===== config.mk =====
export PLATFORM = sky130hd
export DESIGN_NAME = wshb_arbiter_flat
export DESIGN_NICKNAME = d
export VERILOG_FILES = /design/src/rtl/wshb_arbiter_pkg.sv /design/src/rtl/wshb_if.sv /design/src/rtl/wshb_arbiter.sv /design/src/flat_wrapper.sv
export SDC_FILE = /design/constraint.sdc
export NUM_CORES = 1
export LEC_CHECK = 0
export CORE_AREA = 2 2 129 131
export CTS_CLUSTER_DIAMETER = 40
export CTS_CLUSTER_SIZE = 28
export DETAILED_ROUTE_END_ITERATION = 12
export DIE_AREA = 0 0 131 133
export GPL_ROUTABILITY_DRIVEN = 0
export GPL_TIMING_DRIVEN = 1
export HOLD_SLACK_MARGIN = 0.06
export SLEW_MARGIN = 0
export SYNTH_ARGS = -nofsm -noshare
export SYNTH_HDL_FRONTEND = slang
export SYNTH_SLANG_ARGS = --single-unit
export TNS_END_PERCENT = 30

===== constraint.sdc =====
create_clock -name clk -period 1.8 [get_ports clk]
set_input_delay 0.36 -clock clk [delete_from_list [all_inputs] [get_ports clk]]
set_output_delay 0.36 -clock clk [all_outputs]
set_load 0.03 [all_outputs]

===== src/rtl/wshb_arbiter_pkg.sv =====
// rtl/wshb_arbiter_pkg.sv - shared types and grant decision for the two-master Wishbone arbiter
package wshb_arbiter_pkg;

  // Arbiter states: no owner, master 0 owns the bus, master 1 owns the bus.
  typedef enum logic [1:0] {
    IDLE = 2'd0,
    GNT0 = 2'd1,
    GNT1 = 2'd2
  } arb_state_e;

  // Last-served value after reset. Marking master 1 as served last means
  // master 0 wins the first simultaneous request.
  localparam logic LAST_RESET = 1'b1;

  // Grant decision taken in IDLE. Only cyc counts as a request, so a stray
  // stb with cyc low is ignored. With both masters requesting, fixed
  // priority always picks master 0; otherwise the master not served last wins.
  function automatic arb_state_e pick_grant(
    input logic cyc0,
    input logic cyc1,
    input logic last,
    input logic fixed
  );
    arb_state_e nxt;
    nxt = IDLE;
    if (cyc0 && !cyc1) begin
      nxt = GNT0;
    end else if (!cyc0 && cyc1) begin
      nxt = GNT1;
    end else if (cyc0 && cyc1) begin
      if (fixed || last) begin
        nxt = GNT0;
      end else begin
        nxt = GNT1;
      end
    end
    return nxt;
  endfunction

endpackage


===== src/rtl/wshb_if.sv =====
// rtl/wshb_if.sv - 32-bit Wishbone B4 bus bundle with master and slave views
interface wshb_if;

  logic        cyc;
  logic        stb;
  logic        we;
  logic [3:0]  sel;
  logic [31:0] adr;
  logic [31:0] dat_ms;
  logic [31:0] dat_sm;
  logic        ack;
  logic        err;
  logic        rty;
  logic [2:0]  cti;
  logic [1:0]  bte;

  // Seen from the side that initiates transfers.
  modport master (
    output cyc, stb, we, sel, adr, dat_ms, cti, bte,
    input  dat_sm, ack, err, rty
  );

  // Seen from the side that answers transfers.
  modport slave (
    input  cyc, stb, we, sel, adr, dat_ms, cti, bte,
    output dat_sm, ack, err, rty
  );

endinterface


===== src/rtl/wshb_arbiter.sv =====
// rtl/wshb_arbiter.sv - two-master Wishbone arbiter with a guard cycle between grants
module wshb_arbiter
  import wshb_arbiter_pkg::*;
#(
  parameter int FIXED_PRIO = 0
) (
  input  logic   clk,
  input  logic   rst,
  wshb_if.slave  wb_m0,
  wshb_if.slave  wb_m1,
  wshb_if.master wb_s
);

  arb_state_e state_q, state_d;
  logic       last_q, last_d;
  logic       fixed_prio;

  assign fixed_prio = (FIXED_PRIO != 0);

  // State and last-served registers; reset drops any grant immediately.
  always_ff @(posedge clk or posedge rst) begin
    if (rst) begin
      state_q <= IDLE;
      last_q  <= LAST_RESET;
    end else begin
      state_q <= state_d;
      last_q  <= last_d;
    end
  end

  // Next state: grants start only from IDLE and are held until the owner
  // drops cyc, so a handoff always passes through one IDLE guard cycle.
  always_comb begin
    state_d = state_q;
    last_d  = last_q;
    case (state_q)
      IDLE: begin
        state_d = pick_grant(wb_m0.cyc, wb_m1.cyc, last_q, fixed_prio);
        if (state_d == GNT0) begin
          last_d = 1'b0;
        end else if (state_d == GNT1) begin
          last_d = 1'b1;
        end
      end
      GNT0: begin
        if (!wb_m0.cyc) begin
          state_d = IDLE;
        end
      end
      GNT1: begin
        if (!wb_m1.cyc) begin
          state_d = IDLE;
        end
      end
      default: begin
        state_d = IDLE;
      end
    endcase
  end

  // Routing mux: the owner's request goes straight to the slave and the
  // slave's response goes only to the owner; in IDLE everything is quiet,
  // which also swallows a stale ack left over from an aborted transfer.
  always_comb begin
    wb_s.cyc    = 1'b0;
    wb_s.stb    = 1'b0;
    wb_s.we     = 1'b0;
    wb_s.sel    = 4'h0;
    wb_s.adr    = 32'h0;
    wb_s.dat_ms = 32'h0;
    wb_s.cti    = 3'h0;
    wb_s.bte    = 2'h0;
    wb_m0.ack   = 1'b0;
    wb_m0.err   = 1'b0;
    wb_m0.rty   = 1'b0;
    wb_m1.ack   = 1'b0;
    wb_m1.err   = 1'b0;
    wb_m1.rty   = 1'b0;
    case (state_q)
      GNT0: begin
        wb_s.cyc    = wb_m0.cyc;
        wb_s.stb    = wb_m0.stb;
        wb_s.we     = wb_m0.we;
        wb_s.sel    = wb_m0.sel;
        wb_s.adr    = wb_m0.adr;
        wb_s.dat_ms = wb_m0.dat_ms;
        wb_s.cti    = wb_m0.cti;
        wb_s.bte    = wb_m0.bte;
        wb_m0.ack   = wb_s.ack;
        wb_m0.err   = wb_s.err;
        wb_m0.rty   = wb_s.rty;
      end
      GNT1: begin
        wb_s.cyc    = wb_m1.cyc;
        wb_s.stb    = wb_m1.stb;
        wb_s.we     = wb_m1.we;
        wb_s.sel    = wb_m1.sel;
        wb_s.adr    = wb_m1.adr;
        wb_s.dat_ms = wb_m1.dat_ms;
        wb_s.cti    = wb_m1.cti;
        wb_s.bte    = wb_m1.bte;
        wb_m1.ack   = wb_s.ack;
        wb_m1.err   = wb_s.err;
        wb_m1.rty   = wb_s.rty;
      end
      default: begin
      end
    endcase
  end

  // Read data is broadcast; only the owner gets an ack to qualify it.
  assign wb_m0.dat_sm = wb_s.dat_sm;
  assign wb_m1.dat_sm = wb_s.dat_sm;

endmodule


===== src/flat_wrapper.sv =====
// flat-port wrapper written by rule: the top's interface ports become plain ports
module wshb_arbiter_flat import wshb_arbiter_pkg::*;
#(
  parameter int FIXED_PRIO = 0
)
  (clk, rst, wb_m0_cyc, wb_m0_stb, wb_m0_we, wb_m0_sel, wb_m0_adr, wb_m0_dat_ms, wb_m0_cti, wb_m0_bte, wb_m0_dat_sm, wb_m0_ack, wb_m0_err, wb_m0_rty, wb_m1_cyc, wb_m1_stb, wb_m1_we, wb_m1_sel, wb_m1_adr, wb_m1_dat_ms, wb_m1_cti, wb_m1_bte, wb_m1_dat_sm, wb_m1_ack, wb_m1_err, wb_m1_rty, wb_s_cyc, wb_s_stb, wb_s_we, wb_s_sel, wb_s_adr, wb_s_dat_ms, wb_s_cti, wb_s_bte, wb_s_dat_sm, wb_s_ack, wb_s_err, wb_s_rty);
  wshb_if wb_m0_i ();
  wshb_if wb_m1_i ();
  wshb_if wb_s_i ();
  input  logic clk;
  input  logic rst;
  input wire logic [$bits(wb_m0_i.cyc)-1:0] wb_m0_cyc;
  input wire logic [$bits(wb_m0_i.stb)-1:0] wb_m0_stb;
  input wire logic [$bits(wb_m0_i.we)-1:0] wb_m0_we;
  input wire logic [$bits(wb_m0_i.sel)-1:0] wb_m0_sel;
  input wire logic [$bits(wb_m0_i.adr)-1:0] wb_m0_adr;
  input wire logic [$bits(wb_m0_i.dat_ms)-1:0] wb_m0_dat_ms;
  input wire logic [$bits(wb_m0_i.cti)-1:0] wb_m0_cti;
  input wire logic [$bits(wb_m0_i.bte)-1:0] wb_m0_bte;
  output wire logic [$bits(wb_m0_i.dat_sm)-1:0] wb_m0_dat_sm;
  output wire logic [$bits(wb_m0_i.ack)-1:0] wb_m0_ack;
  output wire logic [$bits(wb_m0_i.err)-1:0] wb_m0_err;
  output wire logic [$bits(wb_m0_i.rty)-1:0] wb_m0_rty;
  input wire logic [$bits(wb_m1_i.cyc)-1:0] wb_m1_cyc;
  input wire logic [$bits(wb_m1_i.stb)-1:0] wb_m1_stb;
  input wire logic [$bits(wb_m1_i.we)-1:0] wb_m1_we;
  input wire logic [$bits(wb_m1_i.sel)-1:0] wb_m1_sel;
  input wire logic [$bits(wb_m1_i.adr)-1:0] wb_m1_adr;
  input wire logic [$bits(wb_m1_i.dat_ms)-1:0] wb_m1_dat_ms;
  input wire logic [$bits(wb_m1_i.cti)-1:0] wb_m1_cti;
  input wire logic [$bits(wb_m1_i.bte)-1:0] wb_m1_bte;
  output wire logic [$bits(wb_m1_i.dat_sm)-1:0] wb_m1_dat_sm;
  output wire logic [$bits(wb_m1_i.ack)-1:0] wb_m1_ack;
  output wire logic [$bits(wb_m1_i.err)-1:0] wb_m1_err;
  output wire logic [$bits(wb_m1_i.rty)-1:0] wb_m1_rty;
  output wire logic [$bits(wb_s_i.cyc)-1:0] wb_s_cyc;
  output wire logic [$bits(wb_s_i.stb)-1:0] wb_s_stb;
  output wire logic [$bits(wb_s_i.we)-1:0] wb_s_we;
  output wire logic [$bits(wb_s_i.sel)-1:0] wb_s_sel;
  output wire logic [$bits(wb_s_i.adr)-1:0] wb_s_adr;
  output wire logic [$bits(wb_s_i.dat_ms)-1:0] wb_s_dat_ms;
  output wire logic [$bits(wb_s_i.cti)-1:0] wb_s_cti;
  output wire logic [$bits(wb_s_i.bte)-1:0] wb_s_bte;
  input wire logic [$bits(wb_s_i.dat_sm)-1:0] wb_s_dat_sm;
  input wire logic [$bits(wb_s_i.ack)-1:0] wb_s_ack;
  input wire logic [$bits(wb_s_i.err)-1:0] wb_s_err;
  input wire logic [$bits(wb_s_i.rty)-1:0] wb_s_rty;
  assign wb_m0_i.cyc = wb_m0_cyc;
  assign wb_m0_i.stb = wb_m0_stb;
  assign wb_m0_i.we = wb_m0_we;
  assign wb_m0_i.sel = wb_m0_sel;
  assign wb_m0_i.adr = wb_m0_adr;
  assign wb_m0_i.dat_ms = wb_m0_dat_ms;
  assign wb_m0_i.cti = wb_m0_cti;
  assign wb_m0_i.bte = wb_m0_bte;
  assign wb_m0_dat_sm = wb_m0_i.dat_sm;
  assign wb_m0_ack = wb_m0_i.ack;
  assign wb_m0_err = wb_m0_i.err;
  assign wb_m0_rty = wb_m0_i.rty;
  assign wb_m1_i.cyc = wb_m1_cyc;
  assign wb_m1_i.stb = wb_m1_stb;
  assign wb_m1_i.we = wb_m1_we;
  assign wb_m1_i.sel = wb_m1_sel;
  assign wb_m1_i.adr = wb_m1_adr;
  assign wb_m1_i.dat_ms = wb_m1_dat_ms;
  assign wb_m1_i.cti = wb_m1_cti;
  assign wb_m1_i.bte = wb_m1_bte;
  assign wb_m1_dat_sm = wb_m1_i.dat_sm;
  assign wb_m1_ack = wb_m1_i.ack;
  assign wb_m1_err = wb_m1_i.err;
  assign wb_m1_rty = wb_m1_i.rty;
  assign wb_s_cyc = wb_s_i.cyc;
  assign wb_s_stb = wb_s_i.stb;
  assign wb_s_we = wb_s_i.we;
  assign wb_s_sel = wb_s_i.sel;
  assign wb_s_adr = wb_s_i.adr;
  assign wb_s_dat_ms = wb_s_i.dat_ms;
  assign wb_s_cti = wb_s_i.cti;
  assign wb_s_bte = wb_s_i.bte;
  assign wb_s_i.dat_sm = wb_s_dat_sm;
  assign wb_s_i.ack = wb_s_ack;
  assign wb_s_i.err = wb_s_err;
  assign wb_s_i.rty = wb_s_rty;
  wshb_arbiter #(.FIXED_PRIO(FIXED_PRIO)) u_core (.clk(clk), .rst(rst), .wb_m0(wb_m0_i), .wb_m1(wb_m1_i), .wb_s(wb_s_i));
endmodule

# ---- Word level (Yosys, flattened, before mapping)
# Cells that the tools add are included.
dict set report classes {
  eq_ne 6
  mux 24
  n_reduce_logical 9
}
# op count
set ops {}
lappend ops {{one-hot mux 32 bit (2 select lines)} 2}
lappend ops {{two-way mux 2 bit} 7}
lappend ops {{two-way mux 1 bit} 8}
lappend ops {{one-hot mux 4 bit (2 select lines)} 1}
lappend ops {{one-hot mux 1 bit (2 select lines)} 3}
lappend ops {{one-hot mux 2 bit (3 select lines)} 1}
lappend ops {{one-hot mux 3 bit (2 select lines)} 1}
lappend ops {{equality test 2 x 1 -> 1 bit, second input constant} 2}
lappend ops {{equality test 2 bit, second input constant} 2}
lappend ops {{inequality test 2 bit, second input constant} 2}
lappend ops {{one-hot mux 2 bit (2 select lines)} 1}
lappend ops {{AND reduction 2 bit} 2}
lappend ops {{logical AND 1 bit} 3}
lappend ops {{zero test 1 bit} 2}
lappend ops {{zero test 2 bit} 1}
lappend ops {{nonzero test 2 bit} 1}
dict set report totals {
  register_bits 3
  out_inout_bits 146
  input_bits 189
}

# ---- Logic depth before layout (Yosys ltp)
dict set report depth {
  depth_word 8
  ltp_mapped 7
}

# ---- Worst setup path after synthesis
# Ideal clock, no wire load.
dict set report synth_timing {
  path_kind {register to output}
  startpoint {register u_core.state_q[0]}
  endpoint {output wb_s_adr[15]}
  path_slack_ps -128
  path_stages_with_launch 6
  t_required_ps 1440
  n_path_buf 2
  arrival_ps 1568
  cell_sequence {dfrtp_1 -> inv_1 -> ha_1 -> clkbuf_2 -> clkbuf_1 -> nor2b_1}
}
dict set report synth_via {
  elab_chain_len 2
  elab_cells_between_ends 3
  cone_classes {eq/ne (2); mux (1)}
}
# element line_no
set synth_rtl {}
lappend synth_rtl {{from (decl)} wshb_arbiter.sv:14} ;# arb_state_e state_q, state_d;
lappend synth_rtl {{from (signal assigned)} wshb_arbiter.sv:26} ;# state_q <= state_d;
lappend synth_rtl {{equality test 2 bit or equality test 2 x 1 -> 1 bit (tied branches)} wshb_arbiter.sv:79} ;# case (state_q)
lappend synth_rtl {{one-hot mux 32 bit (2 select lines) *} wshb_arbiter.sv:79}
lappend synth_rtl {{to (decl)} flat_wrapper.sv:40} ;# output wire logic [$bits(wb_s_i.adr)-1:0] wb_s_adr;
# Every way passes the cells marked *; elsewhere a longest branch is shown, timed or not.

# ---- Worst setup path in the final report
dict set report layout_timing {
  startpoint {register u_core.state_q[1]}
  endpoint {output wb_s_dat_ms[27]}
}
dict set report layout_via {
  elab_chain_len 2
  elab_cells_between_ends 3
  cone_classes {eq/ne (2); mux (1)}
}
# element line_no
set layout_rtl {}
lappend layout_rtl {{equality test 2 bit or equality test 2 x 1 -> 1 bit (tied branches)} wshb_arbiter.sv:79}
lappend layout_rtl {{one-hot mux 32 bit (2 select lines) *} wshb_arbiter.sv:79}
lappend layout_rtl {{to (decl)} flat_wrapper.sv:41} ;# output wire logic [$bits(wb_s_i.dat_ms)-1:0] wb_s_dat_ms;
# Marks and branches as above.

==> impl_metrics.ini <==
[synthesis]
synth_top_family_by_area = buffers and inverters
yosys.area_share.adder = 0.0262
synth-compound-area-share = 0.320
ys_seq_area_frac = 0.0399
syn_area_sq_mm = 0.00191
synthFlopType = dfrtp_1
synth_common_cells = a22oi_1, nor2b_1, buf_4
synth_top_area_cell = a22oi_1
synth_cells = 270
async_flop_share = 1.00
yosysWarnings = 0
synth_edf_count = 0
synth_area_per_cell_sq_um = 7.08
synth_nets = 463
synthXorXnorAreaFrac = 0
synthTopCellsByArea = a22oi_1, buf_4, nor2b_1
synth.distinct_cells = 20
synth-simple-area-share = 0.286
yosys-mux-area-fraction = 0
yosysTopAreaCellShare = 0.295
ys_ff_latch = 3

[drt]
wl_met2_microns = 6770
drt-initial-drc-count = 92
antenna_left = 0
drc = 0
wl_met1_microns = 4310
wl_per_cell_microns = 19.2
vias = 2843
vias_per_cell = 4.22
dr_wl_met3_microns = 1310
routed.top_layer = met4
drt-pass1-iter-count = 4
wirelength_microns = 12900

[critical_path]
path_class = flip-flop to primary output
start_kind = flip-flop
cp.required_ps = 1440
crit_fanout = 9
worstPathArrival_ps = 1650
crit_path_end_kind = primary output

[timing]
max_freq_mhz = 497
fin_crit_ps = 2010
tightest_slew_ps = 279
fin_worst_skew_ps = 3.74
period_share = 1.12
timing.final.ws_setup_ps = -213
maxSlewViolCount = 0
rsz0062_at_grt = yes
final_hold_viol_count = 0
setup-violations-final = 82
max_slew_margin = 0.814

[hold_path]
min_path_type = input port to asynchronous set/reset pin

[pwr]
leakagePower_uw = 0.00191
vdd_drop_max_mv = 0.777
power.switching_uw = 3960
p_sw_frac = 0.446
power.density_mw_per_mm2 = 1670
p_int_uw = 4920
p_seq_frac = 0.015
clockPowerShare = 0.040
p_comb_frac = 0.945
finalPower_uw = 8870

[global_routing]
grt.total_usage = 0.134
grt_pass1_vias = 3005
grt_overflow = 0
grt_max_degree = 22
antenna_found_initial = 0
grt_pass1_wl_microns = 17300

[cts]
clock_path_buffers = 2
cts_tree = built
clk_root_buffer_cell = clkbuf_16
cts_sinks = 3
ctsHoldBuffers = 0
cts-buffers-inserted = 3
htree_num_levels = 1
clk_latency_ps = 220
path_clk_slew_ps = 30

[finish]
syn2layout_area_growth_pct = 178
multi_input_area_sq_mm = 0.00178
diodes = 0
finalNetCount = 648
finish.instance_area_sq_mm = 0.00532
layout-drive-gt1-share = 0.504
fillCellCount = 1606
seq_area_sq_um = 76.3

[placed_design]
dp_hpwl_microns = 8070
pre_cts_slack_ps = -33.3
place_area_sq_mm = 0.00403
port_buffers = 238

[floorplan]
num_io_pins = 335
die-area_sq_mm = 0.0174
core_sq_mm = 0.0162
die_h_microns = 133
core.rowCount = 47
start_util = 0.118
die_width_microns = 131

[outcome]
outcome = finished with violations
violations = setup timing

[job]
maxCapViolations = 0
[metrics by stage]
stage	util	hold WS, ps	setup TNS [ps]	cells
after global placement	0.249	485	0	645
final	0.329	320	-12590	674
after floorplan	-	113	-3590	270
after CTS	0.319	327	-13050	672
after global routing	0.329	342	-17710	674
after detailed placement	0.249	508	-105	645
[placed cells by master, fill, tap and decap left out, drive strengths merged, types with 4 or more instances in the layout]
cell	n
a22oi	75
and2	8
buf	112
clkbuf	6
clkdlybuf4s50	156
ha	4
inv	4
nand2	4
nor2b	75
[power by group through the flow]
| stage | Clock (uW) | Sequential, uW | Combinational (uW) |
|---|---|---|---|
| 3_3_place_gp | 0 | 132 | 4960 |
| 6_report | 354 | 135 | 8390 |
| 4_1_cts | 358 | 135 | 8020 |
| 5_1_grt | 372 | 140 | 8780 |
| 2_1_floorplan | 0 | 126 | 3360 |
| 3_5_place_dp | 0 | 135 | 5060 |
[layout make-up]
type | count | share of cell area
inverter | 4 | 0.00282
sequential | 3 | 0.0143
tap | 220 | 0.0517
timing repair buffer | 270 | 0.582
clock buffer | 4 | 0.0148
multi-input combinational | 173 | 0.334
[path summary, 6_finish.rpt]
check,startpoint,end,slack (ps),depth (start not counted)
max in group asynchronous,rst,u_core.last_q,1270,2
min,rst,u_core.state_q[0],320,2
min reg2reg,u_core.last_q,u_core.last_q,510,2
max reg2reg,u_core.state_q[1],u_core.state_q[1],250,6
max,u_core.state_q[1],wb_s_dat_ms[27],-210,7
min in group clk,u_core.last_q,u_core.last_q,510,2
[worst max-delay path: stages (launching register included)]
cell and delay (ps):
dfrtp_1 390, buf_6 130, ha_4 190, buf_6 150
buf_16 150, a22oi_2 210, nor2b_4 60, buf_6 140
[sequential cells by signal, indices dropped and copies added (netlist names)]
name,count
u_core.last_q,1
u_core.state_q,2
[per-layer routing]
metal	vias to the layer above	GRT usage
met3	38	0.0376
met1	1347	0.132
li1	1259	-
met5	-	0
met4	0	0.0561
met2	199	0.255
[cell families (layout without fill, tap and decap cells)]
| group | Yosys count | in the layout |
|---|---|---|
| compound gates | 80 | 80 |
| fa+ha+maj | 4 | 4 |
| buf+inv | 94 | 278 |
| flops | 3 | 3 |
| simple gates | 89 | 89 |
[timing repair]
item	4_1_cts	5_1_grt
gates resized for setup	139	32
buffers inserted	10	1
setup endpoints to repair	82	82
endpoints found under the hold margin	0	0
gates cloned	13	2
pin swaps	9	8
(Power assumes the default switching activity.)
